$ cat src/rtl/wallace_pipe_mult.sv
// Pipelined Wallace-tree multiplier, WIDTH x WIDTH -> 2*WIDTH, valid/ready on both sides.
// Define WALLACE_SIGNED_EN to add signed_mode (Baugh-Wooley two's-complement operation).
module wallace_pipe_mult #(
  parameter int unsigned WIDTH  = 8,
  parameter int unsigned STAGES = 3
) (
  input  logic                        clk,
  input  logic                        rst,
  input  logic                        in_valid,
  output logic                        in_ready,
  input  logic [WIDTH-1:0]            a,
  input  logic [WIDTH-1:0]            b,
`ifdef WALLACE_SIGNED_EN
  input  logic                        signed_mode,
`endif
  output logic                        out_valid,
  input  logic                        out_ready,
  output logic [2*WIDTH-1:0]          prod,
  output logic [$clog2(STAGES+1)-1:0] occupancy
);

  localparam int unsigned PW = 2 * WIDTH;
  localparam int unsigned OW = $clog2(STAGES + 1);

  typedef logic [PW-1:0] row_t;
  typedef row_t          rows_t [WIDTH];

  function automatic int unsigned rows_after(input int unsigned n);
    return 2 * (n / 3) + (n % 3);
  endfunction

  function automatic int unsigned num_levels(input int unsigned n);
    int unsigned cnt;
    int unsigned r;
    cnt = 0;
    r   = n;
    for (int unsigned i = 0; i < 64; i++) begin
      if (r > 2) begin
        r   = rows_after(r);
        cnt = cnt + 1;
      end
    end
    return cnt;
  endfunction

  function automatic int unsigned rows_at_level(input int unsigned lvl);
    int unsigned r;
    r = WIDTH;
    for (int unsigned i = 0; i < 64; i++) begin
      if (i < lvl) r = rows_after(r);
    end
    return r;
  endfunction

  localparam int unsigned NL = num_levels(WIDTH);

`ifdef WALLACE_SIGNED_EN
  localparam row_t BW_CORR = (row_t'(1) << WIDTH) | (row_t'(1) << (PW - 1));

  // Cross terms involving exactly one sign bit are inverted; the matching
  // constant is added alongside the final carry-propagate add.
  function automatic rows_t gen_pp(input logic [WIDTH-1:0] x, input logic [WIDTH-1:0] y,
                                   input logic sm);
    rows_t            r;
    logic [WIDTH-1:0] row;
    for (int unsigned i = 0; i < WIDTH; i++) begin
      row = x & {WIDTH{y[i]}};
      if (sm) begin
        if (i == WIDTH - 1) row[WIDTH-2:0] = ~row[WIDTH-2:0];
        else                row[WIDTH-1]   = ~row[WIDTH-1];
      end
      r[i] = row_t'(row) << i;
    end
    return r;
  endfunction
`else
  function automatic rows_t gen_pp(input logic [WIDTH-1:0] x, input logic [WIDTH-1:0] y);
    rows_t r;
    for (int unsigned i = 0; i < WIDTH; i++) begin
      r[i] = row_t'(x & {WIDTH{y[i]}}) << i;
    end
    return r;
  endfunction
`endif

  // One Wallace level: each full triple of rows becomes sum + shifted carry,
  // leftover rows pass through; rows beyond the live count stay zero.
  function automatic rows_t csa_level(input rows_t r, input int unsigned n);
    rows_t       o;
    int unsigned g;
    g = n / 3;
    for (int unsigned i = 0; i < WIDTH; i++) o[i] = '0;
    for (int unsigned t = 0; t < WIDTH / 3; t++) begin
      if (t < g) begin
        o[2*t]   = r[3*t] ^ r[3*t+1] ^ r[3*t+2];
        o[2*t+1] = ((r[3*t] & r[3*t+1]) | (r[3*t] & r[3*t+2]) | (r[3*t+1] & r[3*t+2])) << 1;
      end
    end
    for (int unsigned p = 0; p < 2; p++) begin
      if (p < n % 3) o[2*g+p] = r[3*g+p];
    end
    return o;
  endfunction

  logic [STAGES-1:0] v_q, v_d;
  logic [STAGES-1:0] rdy;
  logic [STAGES-1:0] ld;
  logic [STAGES:0]   chain_v;
  logic [OW-1:0]     occ_q, occ_d;
  logic [PW-1:0]     prod_q, prod_d;
  logic              acc, rel;
  rows_t             pp;

`ifdef WALLACE_SIGNED_EN
  always_comb pp = gen_pp(a, b, signed_mode);
`else
  always_comb pp = gen_pp(a, b);
`endif

  // Stage k may load when it is empty or its occupant moves on this edge.
  always_comb begin
    rdy     = '0;
    ld      = '0;
    v_d     = v_q;
    chain_v = {v_q, in_valid};
    rdy[STAGES-1] = !v_q[STAGES-1] || out_ready;
    for (int unsigned j = 1; j < STAGES; j++) begin
      rdy[STAGES-1-j] = !v_q[STAGES-1-j] || rdy[STAGES-j];
    end
    for (int unsigned k = 0; k < STAGES; k++) begin
      if (rdy[k]) v_d[k] = chain_v[k];
      ld[k] = rdy[k] && chain_v[k];
    end
    acc   = in_valid && rdy[0];
    rel   = v_q[STAGES-1] && out_ready;
    occ_d = occ_q + OW'(acc) - OW'(rel);
  end

  always_ff @(posedge clk) begin
    if (rst) begin
      v_q    <= '0;
      occ_q  <= '0;
      prod_q <= '0;
    end else begin
      v_q   <= v_d;
      occ_q <= occ_d;
      if (ld[STAGES-1]) prod_q <= prod_d;
    end
  end

  for (genvar k = 0; k < STAGES; k++) begin : g_stage
    localparam int unsigned LO = (k * NL) / STAGES;
    localparam int unsigned HI = ((k + 1) * NL) / STAGES;

    rows_t src;
    rows_t cmp;
`ifdef WALLACE_SIGNED_EN
    logic  src_s;
`endif

    if (k == 0) begin : g_first
      always_comb src = pp;
`ifdef WALLACE_SIGNED_EN
      always_comb src_s = signed_mode;
`endif
    end else begin : g_next
      always_comb src = g_stage[k-1].g_mid.rows_q;
`ifdef WALLACE_SIGNED_EN
      always_comb src_s = g_stage[k-1].g_mid.sgn_q;
`endif
    end

    always_comb begin
      cmp = src;
      for (int unsigned l = LO; l < HI; l++) begin
        cmp = csa_level(cmp, rows_at_level(l));
      end
    end

    if (k < STAGES - 1) begin : g_mid
      rows_t rows_q;
`ifdef WALLACE_SIGNED_EN
      logic  sgn_q;
`endif
      always_ff @(posedge clk) begin
        if (ld[k]) begin
          rows_q <= cmp;
`ifdef WALLACE_SIGNED_EN
          sgn_q  <= src_s;
`endif
        end
      end
    end else begin : g_last
      // All levels are done here, so at most two rows are non-zero.
      always_comb begin
        prod_d = '0;
        for (int unsigned i = 0; i < WIDTH; i++) prod_d = prod_d + cmp[i];
`ifdef WALLACE_SIGNED_EN
        if (src_s) prod_d = prod_d + BW_CORR;
`endif
      end
    end
  end

  assign in_ready  = rdy[0];
  assign out_valid = v_q[STAGES-1];
  assign prod      = prod_q;
  assign occupancy = occ_q;

endmodule
$ cat config.mk
export PLATFORM = sky130hd
export DESIGN_NAME = wallace_pipe_mult
export DESIGN_NICKNAME = d
export VERILOG_FILES = /design/src/rtl/wallace_pipe_mult.sv
export SDC_FILE = /design/constraint.sdc
export NUM_CORES = 1
export LEC_CHECK = 0
export CORE_ASPECT_RATIO = 0.6
export CORE_MARGIN = 4
export CORE_UTILIZATION = 63
export CTS_CLUSTER_DIAMETER = 120
export DETAILED_ROUTE_END_ITERATION = 12
export PLACE_DENSITY = 0.85
export SLEW_MARGIN = 20
export SYNTH_ARGS = -nofsm -noshare
export SYNTH_HDL_FRONTEND = slang
export SYNTH_SLANG_ARGS = --single-unit
$ cat constraint.sdc
create_clock -name clk -period 8.1 [get_ports clk]
set_clock_uncertainty 0.15 [all_clocks]
set_input_delay 0.81 -clock clk [delete_from_list [all_inputs] [get_ports clk]]
set_output_delay 0.81 -clock clk [all_outputs]
set_load 0.05 [all_outputs]
======== Yosys cells after proc, flatten, opt, wreduce, memory -nomap -nowiden ========
Index checks and enable logic that the tools add are counted.
cells by class
  divide/modulo/power cells ............... 0
  $mul .................................... 0
  eq/ne operators ......................... 0
  $lt $le $gt $ge ......................... 0
  reduce and logical (&&, ||, !) cells .... 10
  mux-type cells .......................... 0
  bitwise operators ....................... 50
  add/subtract/negate cells ............... 3
  shift-type cells ........................ 0
operators with widths
  operator                                         number
  15-bit OR                                        8
  15-bit AND                                       6
  8-bit AND                                        8
  16-bit bitwise XOR                               4
  14-bit by 15-bit AND with 15-bit output          2
  11-bit by 13-bit AND with 13-bit output          2
  16-bit adder                                     1
  14-bit by 15-bit bitwise XOR with 15-bit output  1
  14-bit AND                                       1
  14-bit bitwise XOR                               1
  10-bit by 13-bit AND with 13-bit output          1
  12-bit by 13-bit AND with 13-bit output          1
  12-bit by 13-bit OR with 13-bit output           1
  13-bit OR                                        1
  11-bit by 13-bit bitwise XOR with 13-bit output  1
  12-bit by 13-bit bitwise XOR with 13-bit output  1
  11-bit by 12-bit AND with 12-bit output          1
  11-bit by 12-bit bitwise XOR with 12-bit output  1
  10-bit by 11-bit AND with 11-bit output          1
  10-bit by 11-bit bitwise XOR with 11-bit output  1
  8-bit by 10-bit AND with 10-bit output           1
  9-bit by 10-bit AND with 10-bit output           1
  10-bit OR                                        1
  9-bit by 10-bit OR with 10-bit output            1
  other kinds (8)                                  15
word-level totals
  memory bits (writable) .................. 0
  bits in latches ......................... 0
  memories kept ........................... 0
  bits in registers ....................... 145
  ROM bits ................................ 0
  input port bits ......................... 20
  logic and storage cells ................. 78

======== Depth between registers and ports, before layout ========
  depth after elaboration ................. 7
  depth in mapped cells ................... 10

======== Least setup slack after synthesis ========
Ideal clock, no wire load.
  kind .................................... input -> register
  from .................................... input out_ready
  to ...................................... register g_stage[1].g_mid.rows_q[100] (netlist bit) (enable)
  setup time .............................. 495 ps
  required time ........................... 7455 ps
  path slack .............................. 3726 ps
  stages .................................. 2
  data arrival time ....................... 3729 ps
  buffers on the path ..................... 0
  path through ............................ nor2b_4 > a21boi_0
on the way
  cells in the longest elaborated chain, start to end .. 3
RTL lines
  item                  line  RTL
  from (decl)           17    input logic out_ready,
  1-bit logical OR      126   rdy[STAGES-1] = !v_q[STAGES-1] || out_ready;
  1-bit logical OR      128   rdy[STAGES-1-j] = !v_q[STAGES-1-j] || rdy[STAGES-j];
  1-bit logical AND     132   ld[k] = rdy[k] && chain_v[k];
  net ld[1]             107   logic [STAGES-1:0] ld;
  to (signal assigned)  187   rows_q <= cmp;
  to (decl)             181   rows_t rows_q;
The timed path passes the listed nets, and every way through them passes these cells.
A chain may end at the register's enable or synchronous reset.

======== Worst setup path after layout ========
  from .................................... input out_ready
  to ...................................... output in_ready
on the way
  cells in the longest elaborated chain, start to end .. 3
RTL lines
  item                            line  RTL
  1-bit logical OR                126
  1-bit logical OR (2 in series)  128
  to (decl)                       10    output logic in_ready,
Every way passes these cells.

==> reports/qor.csv <==
stage,metric,value,unit
run_status,outcome,"finished, final reports clean",
yosys,Yosys Warn Count,0,
die,area of the die,10200,µm²
power_and_ir_drop,Net Sw Power,398,µW
cells_and_area,share of layout cells above drive strength 1,0.0553,
clocking,clk root buf,clkbuf_16,
power_and_ir_drop,peak supply drop,137,µV
clocking,Worst-path clk slew,0.07,ns
die,Rows,25,
power_and_ir_drop,Switching Fraction,0.274,
clocking,H-Tree Depth,3,
timing,fin crit period,3.31,ns
yosys,most common cell in the netlist,edfxtp_1,
drt,drt pass-1 iters,4,
placement,RePlAce Congestion,0.766,
grt,GRT Total Usage,0.206,
power_and_ir_drop,combinational fraction of design power,0.218,
yosys,synthesized instance count,383,
timing,Sum Neg Setup Slack,0,ns
clocking,total CTS buffers,9,
die,Core Box Area,8130,µm²
placement,dpl hpwl,6650,µm
grt,grt total ovfl,0,
timing,unrepaired setup endpoints after global routing,no,
die,# IOs,40,
grt,vias in the first global route,3180,
yosys,Synth Area per Inst,14.2,µm²
drt,drt wl/cell,16.7,µm
drt,via count,2905,
min_path,Tightest Hold Check Type,reg2reg,
die,Die Ht,79.9,µm
cells_and_area,P&R area growth vs syn,14.7,%
clocking,Clock Tree Buf Depth,2,
power_and_ir_drop,Power Dens Cells,234,nW/µm²
drt,DR vias/cell,5.36,
yosys,sequential area share after synthesis,0.581,
placement,PortBufs,39,
drt,DR iter-0 viols,243,
cells_and_area,fin nets,515,
clocking,Sink Count,112,
yosys,"area leader, netlist",edfxtp_1,
timing,fin. max-slew vios,0,
clocking,post-CTS sizing,0,
yosys,Synth top cells by count,"edfxtp_1 (91), and2_1 (65), inv_1 (41), fa_1 (39)",
worst_setup_path,worst-path fanout max,6,
timing,Slew @ Worst Pin,1.04,ns
drt,DRC viols,0,
yosys,"flops & latches, synth",112,
clocking,postcts setup bufs,0,
timing,headroom to the max-slew limit,0.307,
die,Initial Util,0.667,
placement,Cells after DPL,526,
timing,"Hold Violations, Final",0,
clocking,Post-CTS Hold Fix Bufs,0,
die,chip width,128,µm
yosys,most used flip-flop cell after synthesis,edfxtp_1,
yosys,Post-synth ARST share,0,
yosys,share of the synthesized area in the top cell type,0.503,
worst_setup_path,Worst Setup End Kind,output pin,
worst_setup_path,Worst Setup Start Kind,input pin,
worst_setup_path,"Req. time, crit path",7.14,ns
drt,post-route antenna net violation count,0,
grt,largest net degree at the start of global routing,53,
yosys,post-synth net total,469,
power_and_ir_drop,P_leak,0.00245,µW
worst_setup_path,Setup CP Type,in2out,
yosys,Post-synth EDFFs,91,
power_and_ir_drop,Clock power frac,0.296,
cells_and_area,Post-Layout Cell Count,542,
yosys,post-synth cell types,37,
grt,antenna violations before repair,0,
flow_run,max_cap viols,0,
clocking,Clock Latency Late Sink,0.35,ns
yosys,Area contributors post-synth,"edfxtp_1 (50%), fa_1 (14%), dfxtp_1 (7.7%), and2_1 (7.5%), ha_1 (6.2%)",
timing,Peak Freq,302,MHz
drt,final wirelength,9070,µm
cells_and_area,ant diodes,0,
grt,first-pass GRT wire length,15700,µm
worst_setup_path,Critical Path AT,2.35,ns
cells_and_area,# fillers,514,
timing,final setup fails,0,
power_and_ir_drop,sequential share of power,0.487,
yosys,Synth Cell Area,5430,µm²
power_and_ir_drop,Int Power,1060,µW
clocking,CTS tree,done,
timing,crit share post-route,0.408,
[routing by layer]
layer,part of all wire,track usage
met5,0,0
met4,0.011,0.0614
met3,0.065,0.0575
met2,0.47,0.327
met1,0.45,0.282
[through the flow]
stage	setup WS [ns]	utilization	hold WS, ns	cell area [µm²]	total power (µW)
after floorplan	3.73	-	0.250	5430	944
after global placement	4.81	0.730	0.255	5930	1020
after detailed placement	4.79	0.730	0.255	5930	1040
after CTS	4.78	0.765	0.269	6220	1470
after global routing	4.72	0.765	0.272	6220	1540
final	4.79	0.765	0.269	6220	1450
[placed cells by master, fill, tap and decap left out, drive strengths merged]
cell	n
a211oi	2
a21boi	2
a21o	3
a21oi	20
a221oi	1
a41oi	1
and2	67
and3	1
buf	1
bufinv	1
clkbuf	10
clkdlybuf4s50	39
clkinv	6
dfxtp	21
edfxtp	91
fa	39
ha	27
inv	40
nand2	27
nand2b	1
nand3	4
nand3b	1
nand4b	1
nor2	6
nor2b	3
o211ai	2
o21ai	2
o21bai	1
o31ai	3
or4	1
xnor2	3
xor2	7
[worst max-delay path, stage by stage]
cell	delay, ns
clkdlybuf4s50_1	0.45
nor2b_4	0.21
nand3_1	0.15
clkdlybuf4s50_1	0.73
[logic make-up (layout without fill, tap and decap cells)]
kind of cell | count (synthesis) | in the layout | share of synthesized area
compound gates | 37 | 37 | 0.0449
xor+xnor | 10 | 10 | 0.0161
fa+ha+maj | 66 | 66 | 0.206
buf+inv | 46 | 97 | 0.0353
flops | 112 | 112 | 0.581
simple gates | 112 | 112 | 0.117
[worst paths after layout]
check / depth (start not counted) / end / slack, ns / start
min reg2reg: 0 / g_stage[1].g_mid.rows_q[122] / 0.27 / g_stage[0].g_mid.rows_q[90]
max: 4 / in_ready / 4.79 / out_ready
min: 0 / g_stage[1].g_mid.rows_q[122] / 0.27 / g_stage[0].g_mid.rows_q[90]
max reg2reg: 9 / prod[15] / 4.97 / g_stage[1].g_mid.rows_q[85]
[registers in the layout (all words and copies together), names as in the netlist]
register,count
occupancy,2
prod,16
v_q,3
g_stage.g_mid.rows_q,91
[area by class of cell]
class	instances	area (µm²)	share of cell area
Sequential cell	112	3150	0.507
Inverter	41	155	0.0249
Multi-Input combinational cell	225	2090	0.336
Clock inverter	6	60.1	0.00965
Clock buffer	10	229	0.0368
Tap cell	108	135	0.0217
Timing Repair Buffer	40	398	0.0639
[power groups by stage]
stage | clock network, µW | registers, µW | logic [µW]
6_report | 430 | 708 | 316
5_1_grt | 465 | 713 | 361
4_1_cts | 436 | 708 | 321
3_5_place_dp | 0 | 721 | 317
3_3_place_gp | 0 | 718 | 305
2_1_floorplan | 0 | 744 | 200
Note: power is estimated with default switching activity, not from simulation.
